**config.mk**
```make
export PLATFORM = sky130hd
export DESIGN_NAME = rr_resp_demux
export DESIGN_NICKNAME = d
export VERILOG_FILES = /design/src/rtl/fifo_v3.sv /design/src/rtl/rr_resp_demux.sv
export SDC_FILE = /design/constraint.sdc
export NUM_CORES = 1
export LEC_CHECK = 0
export ABC_AREA = 1
export CAP_MARGIN = 40
export CORE_MARGIN = 10
export CORE_UTILIZATION = 45
export DETAILED_ROUTE_END_ITERATION = 10
export DONT_BUFFER_PORTS = 1
export GPL_ROUTABILITY_DRIVEN = 0
export SLEW_MARGIN = 10
export SYNTH_ARGS = -nofsm -noshare
export SYNTH_HDL_FRONTEND = slang
export SYNTH_SLANG_ARGS = --single-unit
```
**constraint.sdc**
```tcl
create_clock -name clk_i -period 3.1 [get_ports clk_i]
set_clock_uncertainty 0.1 [all_clocks]
set_input_delay 0.465 -clock clk_i [delete_from_list [all_inputs] [get_ports clk_i]]
set_output_delay 0.465 -clock clk_i [all_outputs]
set_load 0.005 [all_outputs]
```
**src/rtl/fifo_v3.sv**
```systemverilog
// Synchronous FIFO with a registered occupancy count, optional fall-through and synchronous flush.
// Pointers wrap at DEPTH-1, so non-power-of-2 depths are handled.
module fifo_v3 #(
   parameter bit          FALL_THROUGH = 1'b0,
   parameter int unsigned DATA_WIDTH   = 32,
   parameter int unsigned DEPTH        = 8,
   parameter int unsigned ADDR_DEPTH   = (DEPTH > 1) ? $clog2(DEPTH) : 1
) (
   input  logic                  clk_i,
   input  logic                  rst_ni,
   input  logic                  flush_i,
   output logic                  full_o,
   output logic                  empty_o,
   input  logic [DATA_WIDTH-1:0] data_i,
   input  logic                  push_i,
   output logic [DATA_WIDTH-1:0] data_o,
   input  logic                  pop_i
);

   localparam int unsigned CntW = ADDR_DEPTH + 1;

   logic [ADDR_DEPTH-1:0] rd_ptr_q, rd_ptr_d;
   logic [ADDR_DEPTH-1:0] wr_ptr_q, wr_ptr_d;
   logic [CntW-1:0]       cnt_q, cnt_d;
   logic [DATA_WIDTH-1:0] mem_q [DEPTH];
   logic                  do_push, do_pop;

   assign full_o  = (cnt_q == CntW'(DEPTH));
   assign empty_o = (cnt_q == '0);

   always_comb begin
      do_push  = push_i & ~full_o;
      do_pop   = pop_i & ~empty_o;
      data_o   = mem_q[rd_ptr_q];
      rd_ptr_d = rd_ptr_q;
      wr_ptr_d = wr_ptr_q;
      cnt_d    = cnt_q;

      // Fall-through bypass: an entry pushed and popped while empty never touches storage.
      if (FALL_THROUGH && empty_o) begin
         data_o = data_i;
         if (push_i && pop_i) begin
            do_push = 1'b0;
            do_pop  = 1'b0;
         end
      end

      if (do_push) begin
         wr_ptr_d = (wr_ptr_q == ADDR_DEPTH'(DEPTH - 1)) ? '0 : wr_ptr_q + 1'b1;
      end
      if (do_pop) begin
         rd_ptr_d = (rd_ptr_q == ADDR_DEPTH'(DEPTH - 1)) ? '0 : rd_ptr_q + 1'b1;
      end
      if (do_push && !do_pop) begin
         cnt_d = cnt_q + 1'b1;
      end else if (do_pop && !do_push) begin
         cnt_d = cnt_q - 1'b1;
      end

      if (flush_i) begin
         rd_ptr_d = '0;
         wr_ptr_d = '0;
         cnt_d    = '0;
      end
   end

   always_ff @(posedge clk_i or negedge rst_ni) begin
      if (!rst_ni) begin
         rd_ptr_q <= '0;
         wr_ptr_q <= '0;
         cnt_q    <= '0;
      end else begin
         rd_ptr_q <= rd_ptr_d;
         wr_ptr_q <= wr_ptr_d;
         cnt_q    <= cnt_d;
      end
   end

   always_ff @(posedge clk_i or negedge rst_ni) begin
      if (!rst_ni) begin
         for (int unsigned i = 0; i < DEPTH; i++) begin
            mem_q[i] <= '0;
         end
      end else if (do_push && !flush_i) begin
         mem_q[wr_ptr_q] <= data_i;
      end
   end

endmodule

```
**src/rtl/rr_resp_demux.sv**
```systemverilog
// Response return path for the round-robin arbiter: records each granted index and steers
// in-order slave responses back to the master that won, popping on the last beat.
module rr_resp_demux #(
   parameter int unsigned NumOut    = 4,
   parameter int unsigned DataWidth = 32,
   parameter int unsigned MaxTrans  = 4,
   parameter int unsigned IdxWidth  = (NumOut > 1) ? $clog2(NumOut) : 1,
   parameter int unsigned CntWidth  = (MaxTrans > 1) ? $clog2(MaxTrans) : 1
) (
   input  logic                 clk_i,
   input  logic                 rst_ni,
   input  logic                 flush_i,
   input  logic                 req_hs_i,
   input  logic [IdxWidth-1:0]  req_idx_i,
   output logic                 full_o,
   input  logic                 rsp_valid_i,
   output logic                 rsp_ready_o,
   input  logic                 rsp_last_i,
   input  logic [DataWidth-1:0] rsp_data_i,
   output logic [NumOut-1:0]    rsp_valid_o,
   input  logic [NumOut-1:0]    rsp_ready_i,
   output logic [DataWidth-1:0] rsp_data_o,
   output logic                 rsp_last_o,
   output logic [IdxWidth-1:0]  rsp_idx_o,
   output logic                 busy_o
);

   typedef logic [IdxWidth-1:0] idx_t;

   idx_t fifo_head;
   idx_t head;
   logic fifo_empty;
   logic push, pop;

   assign push = req_hs_i & ~full_o;
   assign pop  = rsp_valid_i & rsp_ready_o & rsp_last_i;

   fifo_v3 #(
      .FALL_THROUGH (1'b0),
      .DATA_WIDTH   (IdxWidth),
      .DEPTH        (MaxTrans)
   ) u_idx_fifo (
      .clk_i   (clk_i),
      .rst_ni  (rst_ni),
      .flush_i (flush_i),
      .full_o  (full_o),
      .empty_o (fifo_empty),
      .data_i  (req_idx_i),
      .push_i  (push),
      .data_o  (fifo_head),
      .pop_i   (pop)
   );

   assign busy_o = ~fifo_empty;

   // With a single master the stored index carries no information; keep routing pinned to 0.
   if (NumOut == 1) begin : g_single
      assign head = '0;
   end else begin : g_multi
      assign head = fifo_head;
   end

   always_comb begin
      rsp_valid_o = '0;
      rsp_ready_o = 1'b0;
      rsp_idx_o   = '0;
      if (busy_o) begin
         rsp_valid_o[head] = rsp_valid_i;
         rsp_ready_o       = rsp_ready_i[head];
         rsp_idx_o         = head;
      end
   end

   assign rsp_data_o = rsp_data_i;
   assign rsp_last_o = rsp_last_i;

`ifndef SYNTHESIS
   a_valid_onehot : assert property (@(posedge clk_i) disable iff (!rst_ni)
      $onehot0(rsp_valid_o));

   a_no_push_full : assert property (@(posedge clk_i) disable iff (!rst_ni)
      req_hs_i |-> !full_o)
      else $fatal(1, "request handshake while index fifo is full");

   a_rsp_when_idle : assert property (@(posedge clk_i) disable iff (!rst_ni)
      !(rsp_valid_i && !busy_o))
      else $warning("response valid with no outstanding request");

   a_valid_stable : assert property (@(posedge clk_i) disable iff (!rst_ni || flush_i)
      (rsp_valid_i && !rsp_ready_o) |=> rsp_valid_i);
`endif

endmodule

```
==> results of run 1 <==
flip-flops by register name, indices dropped and copies added (netlist names):
register,cells
u_idx_fifo.cnt_q,3
u_idx_fifo.mem_q,8
u_idx_fifo.rd_ptr_q,2
u_idx_fifo.wr_ptr_q,2
cells by family after synthesis:
family | Yosys count
and+or+nand+nor | 88
buffers and inverters | 59
DFF | 15
AOI/OAI and AO/OA | 14
adders and majority gates | 5
xor gates and xnor gates | 2
layer usage:
metal,up-vias,share of wire [%],global-route usage (%),wire length [um]
li1,473,-,-,-
met5,-,0,0,0
met4,0,2.4,5.567,63
met3,18,15,5.782,387
met1,385,42,10.91,1096
met2,38,41,14.38,1076
per-stage QoR:
stage | instances | total power, mW
2_1_floorplan | 183 | 0.7733
4_1_cts | 184 | 0.9518
6_report | 184 | 0.9373
3_5_place_dp | 179 | 0.8268
5_1_grt | 184 | 1.045
3_3_place_gp | 179 | 0.8102
worst max-delay path, cell delays in order (launching register included):
cell and delay, ns:
dfrtp_1 0.59, nand2_2 0.12, nand3_2 0.13, nand2_4 0.08, nand2_1 0.06, nand2_1 0.05, nand2_2 0.07, nand4_4 0.14
nand2_1 0.12, inv_1 0.06, fa_1 0.38, xnor2_1 0.19, inv_1 0.06, nand2_1 0.06, nand2_1 0.04, nand2_1 0.06
nand2_1 0.04
area by class of cell:
cell class                      count  area, sq um  area share, %
Clock inverter                      1        5.005         0.4228
Clock buffer                        3        22.52          1.903
Inverter                           24        97.59          8.245
Timing Repair Buffer                1        10.01         0.8457
Multi-Input combinational cell    109        634.4          53.59
Tap cell                           31        38.79          3.277
Sequential cell                    15        375.4          31.71
layout by cell type (no fill, tap or decap), drive strengths merged:
| cell type | Yosys | final |
|---|---|---|
| nand2 | 59 | 59 |
| inv | 24 | 24 |
| dfrtp | 15 | 15 |
| nand3 | 14 | 14 |
| o21ai | 11 | 11 |
| nor2 | 8 | 8 |
| nor3 | 5 | 5 |
| ha | 4 | 4 |
| clkbuf | 0 | 3 |
| xnor2 | 2 | 2 |
| nand4 | 2 | 2 |
| a22o | 1 | 1 |
| o31ai | 1 | 1 |
| a21oi | 1 | 1 |
| fa | 1 | 1 |
| clkinv | 0 | 1 |
| dlygate4sd3 | 0 | 1 |
worst max-delay path by stage:
| stage | end | cells past startpoint |
|---|---|---|
| after detailed placement | u_idx_fifo.cnt_q[2] | 16 |
| final | u_idx_fifo.cnt_q[2] | 16 |
| after CTS | u_idx_fifo.cnt_q[2] | 16 |
| after floorplan | u_idx_fifo.cnt_q[2] | 18 |
| after global routing | u_idx_fifo.cnt_q[2] | 16 |
| after global placement | u_idx_fifo.cnt_q[2] | 16 |
power by group:
| part | internal, mW | leakage [nW] | switching [mW] |
|---|---|---|---|
| Clock | 0.0480 | 0.0177 | 0.0686 |
| Sequential | 0.261 | 0.196 | 0.0720 |
| Combinational | 0.175 | 0.400 | 0.312 |
| Total | 0.485 | 0.614 | 0.453 |
repair_timing:
item                                   4_1_cts  5_1_grt
endpoints found under the hold margin       15        0
hold buffers                                 1        0
buffers inserted                             0        0
==> metrics.txt, run 1 <==
status complete, no violations; worst slew pin tran 0.6908 ns; vias per std cell 4.967; clock root cell clkbuf_4; Die Area 5663 sq um; critical path class register to register; Avg WL per Cell 14.26 um; Post-synth EDFFs 0; largest net degree at the start of global routing 16; synth top area cells dfrtp_1 (27%), buf_4 (19%), nand2_1 (11%); core area 2829 sq um; register bit total from synthesis 15; reg2reg path depth 16; post-cts repair resize count 0; top-area cell type share of the netlist area 27.32%; dpl ws 0.6580 ns; Post-Synth Simple-Gate Area 34.24%; HP Start flush_i; leakage 0.6143 nW; Core Util, Final 41.84%; FMAX 410.2 MHz; Die Y 75.26 um; Reg clk slew, reported paths 0.10 ns; DRC 0; Pre-Repair DR Iteration Count 4; Routed Antenna Nets 0; Syn Nets 232; PD cells 791.9 nW/um^2; main combinational cell family by area after synthesis simple AND/OR/NAND/NOR gates; Syn. warnings 0; HP Class primary input to register; Max VDD drop 0.2317 mV; Final Hold Vio Count 0; dominant cell by count in the synthesized netlist nand2_1; Final Worst Setup Slack 0.6622 ns; Final TNS setup 0 ns; worst-skew pair later-pin latency 0.29 ns; initial antenna violation count 0; H-Tree Depth 1; post-synthesis cell type count 24; Critical R2R Launch u_idx_fifo.rd_ptr_q[0]; WHS 0.1618 ns; # diodes 0; nets@finish 203; grt total ovfl 0; area of the mapped netlist 1374 sq um; Avg Cell Area, Syn 7.507 sq um; ys async rst share 100.0%; Synth area leader dfrtp_1; CTS tree yes; Port-buffer cells 0; final worst-path cycle share 78.64%; mux share of post-synthesis cell area 0%; Starting Density 48.56%; post-synthesis sequential area ratio 27.32%; RSZ-0062 raised after global routing no; Crit Reg-Reg Endpoint u_idx_fifo.cnt_q[2]; max-cap viol count 0; Hold Path End u_idx_fifo.rd_ptr_q[1]; Worst Setup SP u_idx_fifo.rd_ptr_q[0]; top post-synthesis cells by count nand2_1 (42), buf_4 (34), inv_1 (22); Clock Sink Count 15; WHS Path Cells 1; vias in the first global route 938; XOR/XNOR share of the synthesized area 1.275%; Synth Instances 183; clock buffer depth 2; setup slack, reg-to-reg 0.66 ns; die width 75.26 um; layout cell share with drive strength beyond 1 19.61%; CP Launch Type register; DRT iter0 DRCs 60; Slew Limit Fails 0; Most used DFF post-synth dfrtp_1; Rel. slew slack 53.79%; DP Area 1146 sq um; crit-path max FO 8; dpl hpwl 2221 um; number of I/O pins 86; final setup fails 0; adder-cell share of the synthesized area 5.100%; first-pass GRT wire length 4381 um; # rows 19; Filler cells 282; CP required 3.19 ns; Area growth syn-to-layout -13.84%; Setup crit end kind register; final wirelength 2624 um; Arrival @ worst endpoint 2.53 ns; via count 914; GRT Overall Usage 9.825%; fin crit period 2.438 ns; complex-gate fraction of the synthesized area 5.556%; fin area 1184 sq um; total CTS buffers 3
(Power assumes the default switching activity.)
==> run 2, diff against run 1 <==
==> constraint.sdc (replaced) <==
create_clock -name clk_i -period 2.6 [get_ports clk_i]
set_clock_uncertainty 0.1 [all_clocks]
set_input_delay 0.39 -clock clk_i [delete_from_list [all_inputs] [get_ports clk_i]]
set_output_delay 0.39 -clock clk_i [all_outputs]
set_load 0.005 [all_outputs]
==> run 2 against run 1 <==
Effect of this change: routed wire length grew 4.7%; clock power increased by 21%; clock-buffer cell count unchanged; first-iteration DRC count decreased by 43%.
==> metrics.txt, run 2 (synthesis gave the netlist of run 1 again) <==
worst-path cell chain inv_8 > nand2_4 > nand3_2 > nand2_4 > nand2_1 > nand2_1 > nand2_2 > nand4_4 > nand2_2 > inv_1 > fa_1 > xnor2_2 > inv_1 > nand2_1 > nand2_1 > nand2_1 > nand2_1; Setup crit end kind register; number of flip-flops in the largest register 8; final setup fails 0; Tot Pwr 1.157 mW; FMAX 423.9 MHz; Rel. slew slack 54.39%; CP Launch Type register; Cell Int Power 0.5956 mW; clock buffer depth 2; clock root cell clkbuf_4; PD cells 955.1 nW/um^2; initial antenna violation count 0; Crit Reg-Reg Endpoint u_idx_fifo.cnt_q[2]; Clock power frac 12.2%; largest net degree at the start of global routing 16; CP required 2.69 ns; most frequent cells in the layout nand2_1 (41), inv_1 (22), dfrtp_1 (13); nets@finish 205; Die Y 75.26 um; Reg clk slew, reported paths 0.10 ns; dpl ws 0.1216 ns; dpl hpwl 2245 um; RSZ-0062 raised after global routing no; HP Class primary input to register; Final Hold Vio Count 0; fin crit period 2.359 ns; combinational power share 53.0%; layout cell share with drive strength beyond 1 23.23%; Area growth syn-to-layout -11.84%; # rows 19; Slew Limit Fails 0; Slowest-stage cell, CP dfrtp_2; Top Registers u_idx_fifo.mem_q (8), u_idx_fifo.cnt_q (3); vias in the first global route 943; final wirelength 2747 um; grt total ovfl 0; worst slew pin tran 0.6819 ns; DRT iter0 DRCs 34; die width 75.26 um; Die Area 5663 sq um; first-pass GRT wire length 4471 um; Arrival @ worst endpoint 2.45 ns; Port-buffer cells 0; most frequent CP cell nand2_1; Hold Path End u_idx_fifo.rd_ptr_q[1]; CTS tree yes; Routed Antenna Nets 0; Pre-Repair DR Iteration Count 4; GRT Overall Usage 9.769%; reg2reg path depth 17; Max VDD drop 0.3319 mV; Final TNS setup 0 ns; # diodes 0; final worst-path cycle share 90.73%; Seq pwr share 34.8%; Clock Sink Count 15; setup slack, reg-to-reg 0.24 ns; Avg WL per Cell 14.77 um; critical path class register to register; HP Start flush_i; total CTS buffers 3; commonest non-fill, non-tap cell in the layout nand2_1; vias per std cell 5.199; CP top delay family simple AND/OR/NAND/NOR gates; H-Tree Depth 1; switch share 48.51%; DRC 0; sw power 0.5612 mW; crit-path max FO 8; via count 967; crit-path max cell delay 0.50 ns; leakage 0.6281 nW; Critical R2R Launch u_idx_fifo.rd_ptr_q[0]; WHS Path Cells 1; Final Worst Setup Slack 0.2411 ns; Starting Density 48.56%; status complete, no violations; Largest Register u_idx_fifo.mem_q; core area 2829 sq um; max-cap viol count 0; worst-skew pair later-pin latency 0.28 ns; number of I/O pins 86; Crit path buffers/inverters 3
run 2: cell types whose count changed in the layout (fill, tap and decap cells not counted):
cell     previous run  this run
xnor2_1             2         1
dfrtp_1            15        13
dfrtp_2             0         2
nand2_2            11        12
buf_4               0         2
nand2_1            42        41
xnor2_2             0         1
run 2: worst max-delay path by stage:
stage / start / to / slack [ns] / cells after the start
floorplan: u_idx_fifo.rd_ptr_q[0] / u_idx_fifo.cnt_q[2] / 0.42 / 18
global placement: u_idx_fifo.rd_ptr_q[0] / u_idx_fifo.cnt_q[2] / 0.22 / 16
detailed placement: u_idx_fifo.rd_ptr_q[0] / u_idx_fifo.cnt_q[2] / 0.12 / 16
CTS: u_idx_fifo.rd_ptr_q[0] / u_idx_fifo.cnt_q[2] / 0.10 / 16
global route: u_idx_fifo.rd_ptr_q[0] / u_idx_fifo.cnt_q[2] / 0.01 / 17
finish: u_idx_fifo.rd_ptr_q[0] / u_idx_fifo.cnt_q[2] / 0.24 / 17
run 2: worst reg2reg max path, stage by stage, from the launching register on:
cell and delay, ns:
dfrtp_2 0.50, inv_8 0.11, nand2_4 0.05, nand3_2 0.09, nand2_4 0.08, nand2_1 0.06, nand2_1 0.05, nand2_2 0.07
nand4_4 0.16, nand2_2 0.11, inv_1 0.05, fa_1 0.41, xnor2_2 0.17, inv_1 0.05, nand2_1 0.06, nand2_1 0.04
nand2_1 0.06, nand2_1 0.04
run 2: layout make-up:
class | instances | area [sq um]
Inverter | 24 | 97.59
Clock buffer | 3 | 22.52
Sequential cell | 15 | 377.9
Clock inverter | 1 | 5.005
Multi-Input combinational cell | 109 | 644.4
Fill cell | 292 | 1618
Tap cell | 31 | 38.79
Timing Repair Buffer | 3 | 25.02
run 2: timing repair:
action,CTS,global route
resized for setup,0,4
setup endpoints to repair,0,1
hold buffers,1,0
endpoints found under the hold margin,15,0
setup buffers,0,2
run 2: through the flow:
stage	area [sq um]	std cells	utilization, %	hold slack [ns]
6_report	1211	186	42.81	0.08291
5_1_grt	1211	186	42.81	0.08327
4_1_cts	1184	184	41.84	0.08068
3_5_place_dp	1146	179	40.51	-0.005056
3_3_place_gp	1146	179	40.51	-0.005002
2_1_floorplan	1374	183	-	-0.005591
run 2: per-layer routing:
layer,part of all wire [%],vias to the layer above,GRT usage (%)
met3,14,16,5.388
met1,42,438,11.43
met4,1.7,0,3.505
met2,42,35,14.76
met5,0,-,0
li1,-,478,-
run 2: power groups by stage:
stage / combinational, mW / clock (mW) / sequential [mW]
6_report: 0.613 / 0.141 / 0.403
5_1_grt: 0.709 / 0.156 / 0.414
4_1_cts: 0.595 / 0.144 / 0.398
3_5_place_dp: 0.587 / 0 / 0.402
3_3_place_gp: 0.568 / 0 / 0.398
2_1_floorplan: 0.553 / 0 / 0.369
==> run 3, diff against run 2 <==
==> constraint.sdc (replaced) <==
create_clock -name clk_i -period 2.6 [get_ports clk_i]
set_clock_uncertainty 0.1 [all_clocks]
set_input_delay 0.39 -clock clk_i [delete_from_list [all_inputs] [get_ports clk_i]]
set_output_delay 0.39 -clock clk_i [all_outputs]
set_load 0.02 [all_outputs]
==> run 3 against run 2 <==
Effect of this change: worst setup slack worse by 0.0019 ns; sequential cell count is the same; via count is 0.21% lower; clock-buffer cell count unchanged; clock power down 4%; hold slack better by 0.0033 ns; total power grew 6.1%; global-route usage shrank 0.69 points; critical path depth stayed put; sequential share of layout area is 0.13 points lower; highest routed layer unchanged.
==> metrics.txt, run 3 (synthesis gave the netlist of run 1 again) <==
status complete, no violations; vias in the first global route 920; Largest Register u_idx_fifo.mem_q; Final Hold Vio Count 0; reg2reg path depth 17; crit-path max FO 8; Final TNS setup 0 ns; final wirelength 2601 um; Area growth syn-to-layout -11.48%; Multi-input gate area 634.4 sq um; grt total ovfl 0; total CTS buffers 3; commonest non-fill, non-tap cell in the layout nand2_1; dpl hpwl 2158 um; vias per std cell 5.133; crit-path max cell delay 0.50 ns; Pre-Repair DR Iteration Count 4; CP required 2.69 ns; Crit path buffers/inverters 3; fin area 1216 sq um; DRC 0; critical path class register to register; Filler cells 287; most frequent cells in the layout nand2_1 (42), inv_1 (22), dfrtp_1 (13); dpl ws 0.1628 ns; CTS tree yes; Max VDD drop 0.2700 mV; via count 965; clock buffer depth 2; layout cell share with drive strength beyond 1 22.93%; die width 75.26 um; first-pass GRT wire length 4146 um; Clock Sink Count 15; Final Worst Setup Slack 0.2392 ns; # rows 19; PD cells 1009 nW/um^2; Tot Pwr 1.227 mW; WHS Path Cells 1; CP top delay family simple AND/OR/NAND/NOR gates; Routed Antenna Nets 0; Core Util, Final 42.99%; Rel. slew slack 52.48%; Top Registers u_idx_fifo.mem_q (8), u_idx_fifo.cnt_q (3); clock root cell clkbuf_4; FMAX 423.6 MHz; Die Y 75.26 um; Starting Density 48.56%; Avg WL per Cell 13.84 um; setup bufs post-CTS 0; fin crit period 2.361 ns; Worst path depth 17; number of I/O pins 86; WHS 0.08617 ns; Non-Filler Instances 188; largest net degree at the start of global routing 16; GRT Overall Usage 9.074%; number of flip-flops in the largest register 8; Arrival @ worst endpoint 2.45 ns; worst-skew pair later-pin latency 0.28 ns; worst slew pin tran 0.7105 ns; dpl cells 183; DRT iter0 DRCs 47; most frequent CP cell nand2_1; final setup fails 0; Port-buffer cells 0; Reg clk slew, reported paths 0.10 ns; worst-path cell chain inv_8 > nand2_4 > nand3_2 > nand2_4 > nand2_1 > nand2_1 > nand2_2 > nand4_4 > nand2_1 > inv_1 > fa_1 > xnor2_1 > inv_1 > nand2_1 > nand2_1 > nand2_1 > nand2_1; DP Area 1176 sq um; final worst-path cycle share 90.80%; leakage 0.6321 nW; initial antenna violation count 0; RSZ-0062 raised after global routing no; Slew Limit Fails 0; H-Tree Depth 1; Slowest-stage cell, CP dfrtp_2; Die Area 5663 sq um; CP Launch Type register; core area 2829 sq um; register area 377.9 sq um; Setup crit end kind register; HP Class primary input to register; # diodes 0; nets@finish 207; max-cap viol count 0
[run 3: cell types whose count changed in the layout (fill, tap and decap cells not counted), sizes merged]
cell  previous run  this run
buf              2         4
[run 3: report_power, final]
group / leakage, nW / internal [mW] / switching, mW
Combinational: 0.421 / 0.241 / 0.452
Clock: 0.0177 / 0.0571 / 0.0791
Sequential: 0.193 / 0.313 / 0.0848
Total: 0.632 / 0.611 / 0.616
[run 3: per-layer routing]
metal	wire, um	global-route usage [%]	up-vias
li1	-	-	484
met1	1095	10.84	428
met2	1074	13.24	37
met3	383	4.993	16
met4	47	3.711	0
met5	0	0	-
[run 3: worst register-to-register path, cell delays in order, from the launching register on]
cell and delay, ns:
dfrtp_2 0.50, inv_8 0.11, nand2_4 0.05, nand3_2 0.08
nand2_4 0.08, nand2_1 0.06, nand2_1 0.05, nand2_2 0.07
nand4_4 0.14, nand2_1 0.12, inv_1 0.06, fa_1 0.38
xnor2_1 0.20, inv_1 0.06, nand2_1 0.06, nand2_1 0.05
nand2_1 0.06, nand2_1 0.04
[run 3: worst paths after layout]
kind	start	end	slack, ns
min	flush_i	u_idx_fifo.rd_ptr_q[1]	0.09
max reg2reg	u_idx_fifo.rd_ptr_q[0]	u_idx_fifo.cnt_q[2]	0.24
max in group asynchronous	rst_ni	u_idx_fifo.rd_ptr_q[0]	1.42
min reg2reg	u_idx_fifo.mem_q[5]	u_idx_fifo.mem_q[5]	0.43
min in group asynchronous	rst_ni	u_idx_fifo.wr_ptr_q[0]	0.49
max	u_idx_fifo.rd_ptr_q[0]	u_idx_fifo.cnt_q[2]	0.24
[run 3: layout make-up]
| cell class | count | share of cell area, % |
|---|---|---|
| multi-input combinational | 109 | 52.16 |
| sequential | 15 | 31.07 |
| inverter | 24 | 8.025 |
| timing repair buffer | 5 | 3.292 |
| tap | 31 | 3.189 |
| clock buffer | 3 | 1.852 |
| clock inverter | 1 | 0.4115 |
[run 3: timing repair]
action,CTS,global route
endpoints found under the hold margin,15,0
resized for setup,0,2
hold buffers,1,0
endpoints found under the setup margin,0,1
